### src/rtl/inst_fetch_stage_pkg.sv
// Shared fetch-stage types and constants: FSM encoding, reset vector, instruction width.
package inst_fetch_stage_pkg;

    localparam int INST_W = 32;
    localparam logic [INST_W-1:0] RESET_PC = 32'hBFC0_0000;

    typedef enum logic {
        REQ  = 1'b0,
        WAIT = 1'b1
    } fetch_state_t;

endpackage

### src/rtl/inst_fetch_stage_if_skid_buffer.sv
// One-entry {pc, inst} holding register that catches a fetched word while decode is stalled.
module if_skid_buffer
    import inst_fetch_stage_pkg::*;
(
    input  logic              clk,
    input  logic              resetn,
    input  logic              flush_i,
    input  logic              load_i,
    input  logic              unload_i,
    input  logic [INST_W-1:0] pc_i,
    input  logic [INST_W-1:0] inst_i,
    output logic              valid_o,
    output logic [INST_W-1:0] pc_o,
    output logic [INST_W-1:0] inst_o
);

    logic              valid_q;
    logic [INST_W-1:0] pc_q;
    logic [INST_W-1:0] inst_q;

    // Load beats unload so a word arriving while the old one drains is kept.
    always_ff @(posedge clk or negedge resetn) begin
        if (!resetn) begin
            valid_q <= 1'b0;
            pc_q    <= '0;
            inst_q  <= '0;
        end else if (flush_i) begin
            valid_q <= 1'b0;
        end else if (load_i) begin
            valid_q <= 1'b1;
            pc_q    <= pc_i;
            inst_q  <= inst_i;
        end else if (unload_i) begin
            valid_q <= 1'b0;
        end
    end

    assign valid_o = valid_q;
    assign pc_o    = pc_q;
    assign inst_o  = inst_q;

endmodule

### src/rtl/inst_fetch_stage.sv
// Instruction fetch stage: owns the PC, keeps one request outstanding, and presents a registered
// word to decode with a skid buffer for back-pressure and discard of responses killed by redirects.
module inst_fetch_stage
    import inst_fetch_stage_pkg::*;
(
    input  logic              clk,
    input  logic              resetn,
    output logic              inst_req,
    output logic [INST_W-1:0] inst_addr,
    input  logic              inst_addr_ok,
    input  logic              inst_data_ok,
    input  logic [INST_W-1:0] inst_rdata,
    input  logic              redirect_valid,
    input  logic [INST_W-1:0] redirect_pc,
    input  logic              id_stall,
    output logic              if_valid,
    output logic [INST_W-1:0] if_inst,
    output logic [INST_W-1:0] if_pc,
    output logic              if_adel
);

    fetch_state_t      state_q, state_d;
    logic [INST_W-1:0] pc_q, pc_d;
    logic [INST_W-1:0] req_pc_q, req_pc_d;
    logic              discard_q, discard_d;
    logic              adel_sent_q, adel_sent_d;

    logic              if_valid_q, if_adel_q;
    logic [INST_W-1:0] if_inst_q, if_pc_q;

    logic              buf_valid, buf_load, buf_unload;
    logic [INST_W-1:0] buf_pc, buf_inst;

    logic              pc_aligned, handshake, slot_free, rsp_keep, adel_go;
    logic              out_valid, out_adel;
    logic [INST_W-1:0] out_pc, out_inst;

    assign pc_aligned = (pc_q[1:0] == 2'b00);
    // Gating with resetn keeps the port quiet while reset is held.
    assign inst_req   = resetn & (state_q == REQ) & ~buf_valid & pc_aligned;
    assign inst_addr  = pc_q;
    assign handshake  = inst_req & inst_addr_ok;
    assign slot_free  = ~if_valid_q | ~id_stall;
    assign rsp_keep   = (state_q == WAIT) & inst_data_ok & ~discard_q & ~redirect_valid;
    assign adel_go    = (state_q == REQ) & ~pc_aligned & ~adel_sent_q & ~buf_valid
                      & slot_free & ~redirect_valid;

    always_comb begin
        state_d     = state_q;
        pc_d        = pc_q;
        req_pc_d    = req_pc_q;
        discard_d   = discard_q;
        adel_sent_d = adel_sent_q;
        if (redirect_valid) begin
            pc_d        = redirect_pc;
            adel_sent_d = 1'b0;
            if (handshake) begin
                // The accepted address belongs to the old path; its data must be dropped.
                state_d   = WAIT;
                discard_d = 1'b1;
                req_pc_d  = pc_q;
            end else if (state_q == WAIT) begin
                if (inst_data_ok) begin
                    state_d   = REQ;
                    discard_d = 1'b0;
                end else begin
                    discard_d = 1'b1;
                end
            end
        end else begin
            if (handshake) begin
                pc_d     = pc_q + 32'd4;
                req_pc_d = pc_q;
                state_d  = WAIT;
            end
            if ((state_q == WAIT) && inst_data_ok) begin
                state_d   = REQ;
                discard_d = 1'b0;
            end
            if (adel_go) begin
                adel_sent_d = 1'b1;
            end
        end
    end

    // Buffered word always leaves first so program order is preserved.
    always_comb begin
        out_valid  = 1'b0;
        out_pc     = if_pc_q;
        out_inst   = if_inst_q;
        out_adel   = 1'b0;
        buf_load   = 1'b0;
        buf_unload = 1'b0;
        if (!redirect_valid) begin
            if (slot_free) begin
                if (buf_valid) begin
                    out_valid  = 1'b1;
                    out_pc     = buf_pc;
                    out_inst   = buf_inst;
                    buf_unload = 1'b1;
                    buf_load   = rsp_keep;
                end else if (rsp_keep) begin
                    out_valid = 1'b1;
                    out_pc    = req_pc_q;
                    out_inst  = inst_rdata;
                end else if (adel_go) begin
                    out_valid = 1'b1;
                    out_pc    = pc_q;
                    out_inst  = '0;
                    out_adel  = 1'b1;
                end
            end else begin
                buf_load = rsp_keep;
            end
        end
    end

    always_ff @(posedge clk or negedge resetn) begin
        if (!resetn) begin
            state_q     <= REQ;
            pc_q        <= RESET_PC;
            req_pc_q    <= '0;
            discard_q   <= 1'b0;
            adel_sent_q <= 1'b0;
        end else begin
            state_q     <= state_d;
            pc_q        <= pc_d;
            req_pc_q    <= req_pc_d;
            discard_q   <= discard_d;
            adel_sent_q <= adel_sent_d;
        end
    end

    always_ff @(posedge clk or negedge resetn) begin
        if (!resetn) begin
            if_valid_q <= 1'b0;
            if_inst_q  <= '0;
            if_pc_q    <= '0;
            if_adel_q  <= 1'b0;
        end else if (redirect_valid) begin
            if_valid_q <= 1'b0;
            if_adel_q  <= 1'b0;
        end else if (slot_free) begin
            if_valid_q <= out_valid;
            if (out_valid) begin
                if_pc_q   <= out_pc;
                if_inst_q <= out_inst;
                if_adel_q <= out_adel;
            end
        end
    end

    if_skid_buffer u_skid (
        .clk      (clk),
        .resetn   (resetn),
        .flush_i  (redirect_valid),
        .load_i   (buf_load),
        .unload_i (buf_unload),
        .pc_i     (req_pc_q),
        .inst_i   (inst_rdata),
        .valid_o  (buf_valid),
        .pc_o     (buf_pc),
        .inst_o   (buf_inst)
    );

    assign if_valid = if_valid_q;
    assign if_inst  = if_inst_q;
    assign if_pc    = if_pc_q;
    assign if_adel  = if_adel_q;

endmodule
### config.mk
export PLATFORM = sky130hd
export DESIGN_NAME = inst_fetch_stage
export DESIGN_NICKNAME = d
export VERILOG_FILES = /design/src/rtl/inst_fetch_stage_pkg.sv /design/src/rtl/inst_fetch_stage_if_skid_buffer.sv /design/src/rtl/inst_fetch_stage.sv
export SDC_FILE = /design/constraint.sdc
export NUM_CORES = 1
export LEC_CHECK = 0
export CAP_MARGIN = 20
export CORE_MARGIN = 5
export CORE_UTILIZATION = 45
export CTS_BUF_LIST = sky130_fd_sc_hd__clkbuf_8
export DETAILED_ROUTE_END_ITERATION = 10
export PLACE_DENSITY_LB_ADDON = 0.3
export SLEW_MARGIN = 20
export SYNTH_ARGS = -nofsm -noshare
export SYNTH_HDL_FRONTEND = slang
export SYNTH_HIERARCHICAL = 1
export SYNTH_SLANG_ARGS = --single-unit
### constraint.sdc
create_clock -name clk -period 6.4 [get_ports clk]
set_input_delay 1.28 -clock clk [delete_from_list [all_inputs] [get_ports clk]]
set_output_delay 1.28 -clock clk [all_outputs]
set_load 0.01 [all_outputs]
==> results of run 1 <==
==> cell usage in the layout, fill, tap and decap left out, drive strengths merged, types with 8 or more instances in the layout <==
| master | instances |
|---|---|
| buf | 12 |
| nand3 | 19 |
| mux2 | 130 |
| o21ai | 77 |
| mux2i | 33 |
| a31oi | 20 |
| or4 | 22 |
| clkbuf | 19 |
| nor2 | 23 |
| and2 | 8 |
| clkdlybuf4s50 | 167 |
| o31ai | 17 |
| nand2 | 199 |
| dfrtp | 189 |
| dfstp | 9 |
| inv | 9 |
| nand4 | 11 |
==> metrics by stage <==
| stage | util [%] | worst slack (ns) | instances | hold WS, ns | instance area, um^2 |
|---|---|---|---|---|---|
| 6_report | 56.0 | 2.49 | 1295 | 0.507 | 11800 |
| 2_1_floorplan | - | 3.22 | 869 | 0.462 | 9630 |
| 3_5_place_dp | 54.3 | 2.02 | 1265 | 0.489 | 11400 |
| 4_1_cts | 56.0 | 2.46 | 1295 | 0.512 | 11800 |
| 5_1_grt | 56.0 | 2.34 | 1295 | 0.525 | 11800 |
| 3_3_place_gp | 54.3 | 2.06 | 1265 | 0.475 | 11400 |
==> power breakdown <==
group	internal (W)	switching [W]
logic	0.000396	0.000287
registers	0.00144	0.000158
clock network	0.000315	0.000440
total	0.00215	0.000884
==> layout make-up <==
| cell class | count | area share [%] |
|---|---|---|
| clock buffers | 18 | 2.10 |
| clock inverters | 12 | 0.903 |
| inverters | 6 | 0.191 |
| multi-input cells | 606 | 36.5 |
| flip-flops and latches | 198 | 42.2 |
| well taps | 275 | 2.92 |
| repair buffers | 180 | 15.2 |
==> routing by layer <==
layer / vias to the layer above / share of wire [%] / global-route usage, %
met3: 31 / 6.0 / 4.59
met4: 0 / 1.7 / 5.00
li1: 3325 / - / -
met1: 3432 / 46 / 26.8
met5: - / 0 / 0
met2: 209 / 46 / 29.6
==> critical path: stages <==
cell and delay (ns):
clkbuf_8 0.49, and2_1 0.22, clkdlybuf4s50_1 0.53
==> logic make-up (layout without fill, tap and decap cells) <==
| family | after synthesis | in the layout | synth area share, % |
|---|---|---|---|
| AO/OA/AOI/OAI | 128 | 128 | 7.74 |
| XOR/XNOR | 5 | 5 | 0.455 |
| adder cells (fa/ha/maj) | 1 | 1 | 0.130 |
| buffers and inverters | 65 | 216 | 4.03 |
| flip-flops | 198 | 198 | 51.6 |
| multiplexers | 163 | 163 | 21.0 |
| AND/OR/NAND/NOR | 309 | 309 | 15.1 |
==> flip-flops by register name (all words and copies together), names as in the netlist <==
register / cells
if_adel: 1
discard_q: 1
adel_sent_q: 1
if_pc: 32
u_skid/inst_o: 32
inst_addr: 32
if_valid: 1
req_pc_q: 32
u_skid/pc_o: 32
state_q: 1
if_inst: 32
u_skid/valid_o: 1
==> worst paths after layout <==
| check | end | cells past startpoint | start | slack, ns |
|---|---|---|---|---|
| worst max-delay path | inst_req | 3 | resetn | 2.49 |
| worst min-delay path | if_inst[9] | 1 | if_inst[9] | 0.51 |
| worst max register to register | if_inst[31] | 5 | u_skid/valid_o | 2.90 |
| worst min register to register | if_inst[9] | 1 | if_inst[9] | 0.51 |
| max in group asynchronous | u_skid/pc_o[11] | 2 | resetn | 4.48 |
| min in group asynchronous | if_inst[1] | 1 | resetn | 0.83 |
==> key figures, run 1 <==
STA
  – Clock skew: 0.0126 ns
  – Relative slew slack: 38.7%
  – Worst slew pin tran: 0.920 ns
  – Final-report max-slew violation count: 0
  – Final setup viols: 0
  – Fin Setup TNS: 0 ns
  – Fmax: 0.256 GHz
  – Final Hold Violating Endpoints: 0
  – Final min period: 3.91 ns
  – Final worst-path cycle share: 61.1%
  – RSZ-0062 raised after global routing: false

Clock tree
  – Clock-pin slew on the worst setup and hold paths: 0.09 ns
  – Cts repair resizes: 0
  – Worst skew pair latency: 0.46 ns
  – TritonCTS Buffers: 17
  – Number of setup buffers added after CTS: 0
  – Hold_buf cts: 0
  – H-tree Lvls: 4
  – Root Buffer: clkbuf_8
  – Clk buf depth: 2
  – CTS tree: yes
  – CTS sink cnt: 198

Synthesis
  – Syn Nets: 940
  – Yosys warns: 6
  – Netlist cell types: 51
  – Post-synth EDFFs: 0
  – Most frequent cell after synthesis: nand2_1
  – Cell taking the most area after synthesis: dfrtp_1
  – Post-synth top flop: dfrtp_1
  – Ranking of synthesized cells by area: dfrtp_1 49%, mux2_4 9.4%, mux2_2 8.0%
  – #FFs+latches synth: 198
  – Synth cell count leaders: 199 x nand2_1, 189 x dfrtp_1, 77 x o21ai_0
  – Synth top area share: 49.1%
  – Mean Syn Cell Area: 11.1 um^2
  – Asr flop ratio synth: 100%
  – Mapped Area: 9630 um^2
  – Sequential-to-total area share from yosys stat: 51.6%
  – Cells after Synth: 869

Final layout
  – Area Overhead vs Synth: 22.2%
  – Fin nets: 1080
  – Layout filler cell count: 1846
  – # diodes: 0
  – Layout cell share with drive strength beyond 1: 18.9%
  – FF/Latch Area: 4970 um^2
  – Multi-input logic area: 4290 um^2

Die
  – DIE AREA: 24400 um^2
  – Die Ht: 156 um
  – Number of primary I/O pins: 169
  – Core area: 21000 um^2
  – Starting density of the core: 45.8%
  – Die width: 156 um
  – Std-Cell Rows: 53

Pwr
  – LEAKAGE: 4.94 nW
  – Peak supply drop: 0.123 mV
  – PnR Total Power: 0.00304 W
  – Pwr Density: 258 nW/um^2

Routing
  – Remaining antenna violation count: 0
  – Drt drc: 0
  – Routed Wire Length: 23.0 mm
  – Vias: 6997
  – Via-to-Cell Ratio: 5.40
  – DR WL/cell: 17.8 um
  – Router iterations before antenna repair: 5
  – DR iter-0 viols: 338

Place
  – Gpl congestion: 0.778
  – I/O Buffers: 168
  – Dpl hpwl: 15.5 mm

Global routing
  – Initial antenna violation count: 0
  – Largest net degree at the start of global routing: 118
  – First-pass GRT wire length: 37.1 mm
  – Grt ovf: 0
  – Total track usage: 19.0%
  – Vias in the first global route: 6961

Critical path
  – Worst Path Arrival: 2.63 ns
  – Crit path max fanout: 85
  – Critical path type: input port to output pin
  – Endpoint type of the worst setup path: output pin
  – Req. time, crit path: 5.12 ns
  – Critical Path Source Type: input port

Outcome
  – Status: completed

Worst hold path
  – HP Class: flop to flop

Run
  – Max-cap check violation count: 0
Power figures use the tool's default switching activity.
==> run 2: changes to the inputs <==
==> constraint.sdc (replaced) <==
create_clock -name clk -period 3.76 [get_ports clk]
set_input_delay 0.752 -clock clk [delete_from_list [all_inputs] [get_ports clk]]
set_output_delay 0.752 -clock clk [all_outputs]
set_load 0.01 [all_outputs]
==> run 2 against run 1 <==
- clock skew is 0.0024 ns higher
- die area stayed put
- via count is 0.30% higher
- wire length is 2.0% higher
- core utilization is 0.30 points higher
- clock power is 76% higher
- power is 72% higher
- count of clock-buffer cells in the layout stayed put
- flip-flop and latch count stayed put
- largest cell class unchanged
- highest routed layer is now met5
==> key figures, run 2 (synthesis results as in run 1) <==
Outcome
  – Status: completed (unchanged)

Place
  – Placed insts: 1271 (was 1265)
  – Gpl congestion: 0.785 (was 0.778)
  – Dpl hpwl: 15.7 mm (was 15.5 mm)
  – I/O Buffers: 168 (unchanged)

Clock tree
  – Hold_buf cts: 0 (unchanged)
  – CTS sink cnt: 198 (unchanged)
  – Worst skew pair latency: 0.47 ns (was 0.46 ns)
  – CTS tree: yes (unchanged)
  – Cts repair resizes: 0 (unchanged)
  – Clock-pin slew on the worst setup and hold paths: 0.10 ns (was 0.09 ns)
  – H-tree Lvls: 4 (unchanged)
  – Root Buffer: clkbuf_8 (unchanged)
  – TritonCTS Buffers: 17 (unchanged)
  – Number of setup buffers added after CTS: 0 (unchanged)
  – Clk buf depth: 2 (unchanged)

Die
  – DIE AREA: 24400 um^2 (unchanged)
  – Die Ht: 156 um (unchanged)
  – Die width: 156 um (unchanged)
  – Std-Cell Rows: 53 (unchanged)
  – Starting density of the core: 45.8% (unchanged)
  – Number of primary I/O pins: 169 (unchanged)
  – Core area: 21000 um^2 (unchanged)

Critical path
  – Critical Path Source Type: flop (was input port)
  – Setup slack, reg-to-reg: 1.08 ns (was 2.90 ns)
  – Worst R2R End: inst_addr[16] (was if_inst[31])
  – Cells on worst reg2reg path: 5 (unchanged)
  – Critical R2R Launch: u_skid/valid_o (unchanged)
  – Worst Path Arrival: 2.51 ns (was 2.63 ns)
  – Critical path type: flop to output pin (was input port to output pin)
  – Req. time, crit path: 3.01 ns (was 5.12 ns)
  – Crit path max fanout: 64 (was 85)
  – Endpoint type of the worst setup path: output pin (unchanged)

Global routing
  – Vias in the first global route: 7001 (was 6961)
  – Grt ovf: 0 (unchanged)
  – Initial antenna violation count: 1 (was 0)
  – Largest net degree at the start of global routing: 75 (was 118)
  – First-pass GRT wire length: 37.9 mm (was 37.1 mm)
  – Total track usage: 19.3% (was 19.0%)

Pwr
  – Peak supply drop: 0.210 mV (was 0.123 mV)
  – LEAKAGE: 4.98 nW (was 4.94 nW)
  – Pwr Density: 441 nW/um^2 (was 258 nW/um^2)

STA
  – RSZ-0062 raised after global routing: false (unchanged)
  – Final min period: 3.26 ns
  – Final setup viols: 0 (unchanged)
  – Final worst-path cycle share: 86.8%
  – Fin Setup TNS: 0 ns (unchanged)
  – Final-report max-slew violation count: 0 (unchanged)
  – Clock skew: 0.0149 ns (was 0.0126 ns)
  – Fmax: 0.306 GHz
  – Relative slew slack: 39.2% (was 38.7%)
  – Final Hold Violating Endpoints: 0 (unchanged)
  – Worst slew pin tran: 0.912 ns (was 0.920 ns)

Final layout
  – Area Overhead vs Synth: 22.9% (was 22.2%)
  – Layout cell share with drive strength beyond 1: 19.5% (was 18.9%)
  – Fin nets: 1086 (was 1080)
  – # diodes: 0 (unchanged)
  – Fin cells: 1303 (was 1295)
  – Most frequent cells in the layout: 199 x nand2_1, 188 x dfrtp_1, 167 x clkdlybuf4s50_1 (unchanged)
  – Commonest non-fill, non-tap cell in the layout: nand2_1 (unchanged)
  – Layout filler cell count: 1784 (was 1846)

Routing
  – Drt drc: 0 (unchanged)
  – Routed Wire Length: 23.5 mm (was 23.0 mm)
  – Remaining antenna violation count: 0 (unchanged)
  – Vias: 7018 (was 6997)
  – Router iterations before antenna repair: 4 (was 5)
  – Via-to-Cell Ratio: 5.39 (was 5.40)
  – DR iter-0 viols: 440 (was 338)
  – DR WL/cell: 18.0 um (was 17.8 um)

Worst hold path
  – HP Class: input port to asynchronous set/reset pin (was flop to flop)

Run
  – Max-cap check violation count: 0 (unchanged)
==> run 2: cell count changes in the layout (fill, tap and decap cells not counted) <==
cell	change
buf_4	+6
inv_1	+1
clkinvlp_4	-1
inv_8	+2
==> run 2: per-stage QoR <==
stage          instance area [um^2]  hold slack, ns  setup slack, ns  util [%]  total power, W
6_report                      11800           0.149            0.495      56.3         0.00522
3_3_place_gp                  11500           0.473            0.676      54.5         0.00392
3_5_place_dp                  11500           0.485            0.639      54.5         0.00394
5_1_grt                       11800           0.121            0.343      56.3         0.00549
4_1_cts                       11800           0.119            0.451      56.3         0.00528
2_1_floorplan                  9630           0.456             1.11         -         0.00325
==> run 2: worst max path at each step <==
stage / startpoint / end / slack [ns] / depth (start not counted)
floorplan: redirect_valid / u_skid/inst_o[0] / 1.11 / 9
global placement: redirect_valid / u_skid/inst_o[1] / 0.68 / 6
detailed placement: redirect_valid / u_skid/inst_o[3] / 0.64 / 6
CTS: u_skid/valid_o / inst_req / 0.45 / 4
global route: u_skid/valid_o / inst_req / 0.34 / 4
finish: u_skid/valid_o / inst_req / 0.50 / 4
==> run 2: cell type report <==
class | count | area [um^2] | share of cell area, %
clock buffer | 18 | 248 | 2.09
clock inverter | 14 | 125 | 1.06
inverter | 6 | 22.5 | 0.190
multi-input combinational | 606 | 4290 | 36.3
sequential | 198 | 4970 | 42.0
tap | 275 | 344 | 2.91
timing repair buffer | 186 | 1830 | 15.5
==> run 2: layer usage <==
metal  track usage [%]  wire, um  up-vias
met1              27.9     11100     3450
met5                 0         7        -
met2              30.2     10800      203
met3              4.15      1380       18
met4              4.34       197        2
li1                  -         -     3345
==> run 2: critical path: stages, from the launching register on <==
cell             delay [ns]
dfrtp_4                0.74
nor4_4                 0.33
buf_4                  0.23
and2_1                 0.18
clkdlybuf4s50_1        0.54
==> run 2: report_power, final <==
group | switching, W | internal, W | leakage [nW] | total [W]
sequential | 0.000268 | 0.00246 | 2.55 | 0.00272
combinational | 0.000487 | 0.000678 | 2.24 | 0.00116
clock | 0.000781 | 0.000550 | 0.196 | 0.00133
==> run 3: changes to the inputs <==
--- a/config.mk
+++ b/config.mk
@@ -14,5 +14,4 @@
 export SLEW_MARGIN = 20
 export SYNTH_ARGS = -nofsm -noshare
 export SYNTH_HDL_FRONTEND = slang
-export SYNTH_HIERARCHICAL = 1
 export SYNTH_SLANG_ARGS = --single-unit
==> run 3 against run 2 <==
- die area down 4.4%
- critical path type unchanged
- global-route usage down 0.65 points
- clock skew up 0.0036 ns
- largest power group unchanged
- critical endpoint unchanged
- synthesized area down 4.7%
- power up 1.8%
==> key figures, run 3 <==
Critical path
  – CP cell instances: nor4_4 -> buf_4 -> and2_1 -> clkdlybuf4s50_1 (unchanged)
  – Critical path type: flop to output pin (unchanged)
  – Critical Path Source Type: flop (unchanged)
  – Crit-path leading delay family: buffers and inverters (unchanged)
  – Worst Path Arrival: 2.34 ns (was 2.51 ns)
  – Endpoint type of the worst setup path: output pin (unchanged)
  – Crit path max fanout: 42 (was 64)
  – CP max stage delay: 0.67 ns (was 0.74 ns)
  – CP max-delay cell: dfrtp_4 (unchanged)
  – WP buf/inv: 2 (unchanged)
  – Req. time, crit path: 3.01 ns (about the same)

Final layout
  – # diodes: 0 (unchanged)
  – FF/Latch Area: 4970 um^2 (unchanged)
  – Layout filler cell count: 1760 (was 1784)
  – Design Area, Final: 11500 um^2 (was 11800 um^2)
  – Multi-input logic area: 3980 um^2 (was 4290 um^2)
  – Finished Core Util: 57.0% (was 56.3%)
  – Commonest non-fill, non-tap cell in the layout: dfrtp_1 (was nand2_1)
  – Layout cell share with drive strength beyond 1: 23.0% (was 19.5%)
  – Area Overhead vs Synth: 25.4% (was 22.9%)
  – Most frequent cells in the layout: 188 x dfrtp_1, 167 x clkdlybuf4s50_1, 156 x mux2_2 (was 199 x nand2_1, 188 x dfrtp_1, 167 x clkdlybuf4s50_1)
  – Fin nets: 1018 (was 1086)
  – Fin cells: 1229 (was 1303)

Clock tree
  – Number of setup buffers added after CTS: 0 (unchanged)
  – Worst skew pair latency: 0.47 ns (about the same)
  – CTS sink cnt: 198 (unchanged)
  – Clock-pin slew on the worst setup and hold paths: 0.11 ns (was 0.10 ns)
  – Clk buf depth: 2 (unchanged)
  – TritonCTS Buffers: 17 (unchanged)
  – Root Buffer: clkbuf_8 (unchanged)
  – Hold_buf cts: 0 (unchanged)
  – CTS tree: yes (unchanged)
  – H-tree Lvls: 4 (unchanged)
  – Cts repair resizes: 0 (unchanged)

Run
  – Max-cap check violation count: 0 (unchanged)

Routing
  – DR WL/cell: 17.5 um (was 18.0 um)
  – Vias: 6587 (was 7018)
  – Remaining antenna violation count: 0 (unchanged)
  – Via-to-Cell Ratio: 5.36 (was 5.39)
  – DR iter-0 viols: 250 (was 440)
  – Router iterations before antenna repair: 4 (unchanged)
  – Routed Wire Length: 21.5 mm (was 23.5 mm)
  – Drt drc: 0 (unchanged)

Global routing
  – GRT met3 Usage: 4.49% (was 4.15%)
  – Vias in the first global route: 6497 (was 7001)
  – Grt ovf: 0 (unchanged)
  – First-pass GRT wire length: 35.3 mm (was 37.9 mm)
  – Total track usage: 18.7% (was 19.3%)
  – Layer with the highest usage: met2 (unchanged)
  – Grt met1 use: 26.8% (was 27.9%)
  – Largest net degree at the start of global routing: 141 (was 75)
  – Initial antenna violation count: 0 (was 1)
  – M2 GR Usage: 28.6% (was 30.2%)

Synthesis
  – Largest family of logic cells by synthesized area: multiplexers (unchanged)
  – Mux cell area share after synthesis: 22.7% (was 21.0%)
  – Post-Synth Adder-Cell Area: 0.136% (was 0.130%)
  – Mean Syn Cell Area: 11.5 um^2 (was 11.1 um^2)
  – Post-synth EDFFs: 0 (unchanged)
  – Compound-Gate Fraction of Synth Area: 7.74% (about the same)
  – Cells after Synth: 801 (was 869)
  – Cell taking the most area after synthesis: dfrtp_1 (unchanged)
  – #FFs+latches synth: 198 (unchanged)
  – Mapped Area: 9180 um^2 (was 9630 um^2)
  – Post-synthesis xor/xnor area fraction: 0.859% (was 0.455%)
  – Asr flop ratio synth: 100% (unchanged)
  – Synth top area share: 51.5% (was 49.1%)
  – Ranking of synthesized cells by area: dfrtp_1 52%, mux2_2 19%, nand2_1 5.1% (was dfrtp_1 49%, mux2_4 9.4%, mux2_2 8.0%)
  – Syn Nets: 872 (was 940)
  – Sequential-to-total area share from yosys stat: 54.1% (was 51.6%)
  – Most frequent cell after synthesis: dfrtp_1 (was nand2_1)
  – Post-synth top flop: dfrtp_1 (unchanged)
  – Netlist cell types: 43 (was 51)
  – Synth cell count leaders: 189 x dfrtp_1, 156 x mux2_2, 124 x nand2_1 (was 199 x nand2_1, 189 x dfrtp_1, 77 x o21ai_0)
  – Yosys warns: 0 (was 6)
  – Synth Area in Simple Gates: 11.4% (was 15.1%)

Pwr
  – Net Switching: 0.00157 W (was 0.00154 W)
  – PnR Total Power: 0.00531 W (was 0.00522 W)
  – Sw Share: 29.5% (was 29.4%)
  – Clk pwr share: 24.4% (was 25.5%)
  – LEAKAGE: 4.76 nW (was 4.98 nW)
  – Cell-internal power: 0.00375 W (was 0.00368 W)
  – Combinational share of power: 22.9% (was 22.3%)
  – Pwr Density: 462 nW/um^2 (was 441 nW/um^2)
  – Peak supply drop: 0.281 mV (was 0.210 mV)
  – Seq pwr share: 52.7% (was 52.2%)

STA
  – Final min period: 3.09 ns (was 3.26 ns)
  – Final-report max-slew violation count: 0 (unchanged)
  – Final setup viols: 0 (unchanged)
  – Fmax: 0.323 GHz (was 0.306 GHz)
  – Final Hold Violating Endpoints: 0 (unchanged)
  – Fin Setup TNS: 0 ns (unchanged)
  – Clock skew: 0.0185 ns (was 0.0149 ns)
  – RSZ-0062 raised after global routing: false (unchanged)
  – Final worst-path cycle share: 82.2% (was 86.8%)
  – Relative slew slack: 47.8% (was 39.2%)
  – Worst slew pin tran: 0.776 ns (was 0.912 ns)

Place
  – Dpl hpwl: 14.2 mm (was 15.7 mm)
  – Placed insts: 1198 (was 1271)
  – I/O Buffers: 168 (unchanged)
  – Gpl congestion: 0.767 (was 0.785)
  – Placement Cell Area: 11100 um^2 (was 11500 um^2)

Worst hold path
  – HP Class: input port to asynchronous set/reset pin (unchanged)

Die
  – Number of primary I/O pins: 169 (unchanged)
  – DIE AREA: 23300 um^2 (was 24400 um^2)
  – Core area: 20200 um^2 (was 21000 um^2)
  – Die width: 153 um (was 156 um)
  – Die Ht: 153 um (was 156 um)
  – Starting density of the core: 45.5% (was 45.8%)
  – Std-Cell Rows: 52 (was 53)

Outcome
  – Status: completed (unchanged)
run 3: cell types whose count changed in the layout (fill, tap and decap cells not counted), moves of 4 or more:
cell	previous run	this run
a21oi_1	6	2
and2_1	8	3
buf_4	17	13
inv_8	2	6
mux2_2	68	156
mux2_4	60	0
nand2_1	199	124
nand3_1	19	11
o211ai_1	4	0
o21ai_0	77	84
run 3: kinds of logic (layout without fill, tap and decap cells):
group                    after synthesis  in the layout
buffers and inverters                 62            220
multiplexers                         189            189
adder cells (fa/ha/maj)                1              1
flip-flops                           198            198
AND/OR/NAND/NOR                      217            217
AO/OA/AOI/OAI                        125            125
XOR/XNOR                               9              9
run 3: per-stage QoR:
step	hold slack [ns]	setup slack, ns
floorplan	0.456	1.44
global placement	0.476	0.652
detailed placement	0.487	0.554
CTS	0.118	0.621
global route	0.130	0.566
finish	0.156	0.668
run 3: final cells by class:
| type | instances | share of cell area, % |
|---|---|---|
| flip-flops and latches | 198 | 43.2 |
| multi-input cells | 541 | 34.6 |
| repair buffers | 183 | 15.8 |
| well taps | 270 | 2.94 |
| clock buffers | 17 | 2.03 |
| clock inverters | 14 | 1.15 |
| inverters | 6 | 0.196 |
run 3: power groups by stage:
stage	registers, W	clock network (W)	logic (W)
final	0.00280	0.00130	0.00122
after global placement	0.00283	0	0.00121
after detailed placement	0.00285	0	0.00123
after CTS	0.00280	0.00134	0.00124
after floorplan	0.00285	0	0.000517
after global routing	0.00286	0.00142	0.00132
run 3: worst paths after layout:
path	slack, ns	depth (start not counted)	from	to
max	0.67	4	u_skid.valid_o	inst_req
min	0.16	1	resetn	req_pc_q[11]
max reg2reg	1.23	5	u_skid.valid_o	u_skid.pc_o[29]
min reg2reg	0.51	2	adel_sent_q	adel_sent_q
max in group asynchronous	2.03	3	resetn	u_skid.pc_o[5]
min in group clk	0.51	2	adel_sent_q	adel_sent_q
run 3: routing by layer:
layer / vias to the layer above / wire, um
met4: 0 / 271
met5: - / 0
met3: 17 / 1270
li1: 3162 / -
met2: 178 / 9730
met1: 3230 / 10200
run 3: worst reg2reg max path: cells and delay by family (launching register included):
| kind | cells | cell delay (ns) |
|---|---|---|
| buffers and inverters | 2 | 0.99 |
| AOI/OAI and AO/OA | 1 | 0.14 |
| muxes | 1 | 0.45 |
| DFF | 1 | 0.71 |
| and+or+nand+nor | 1 | 0.14 |
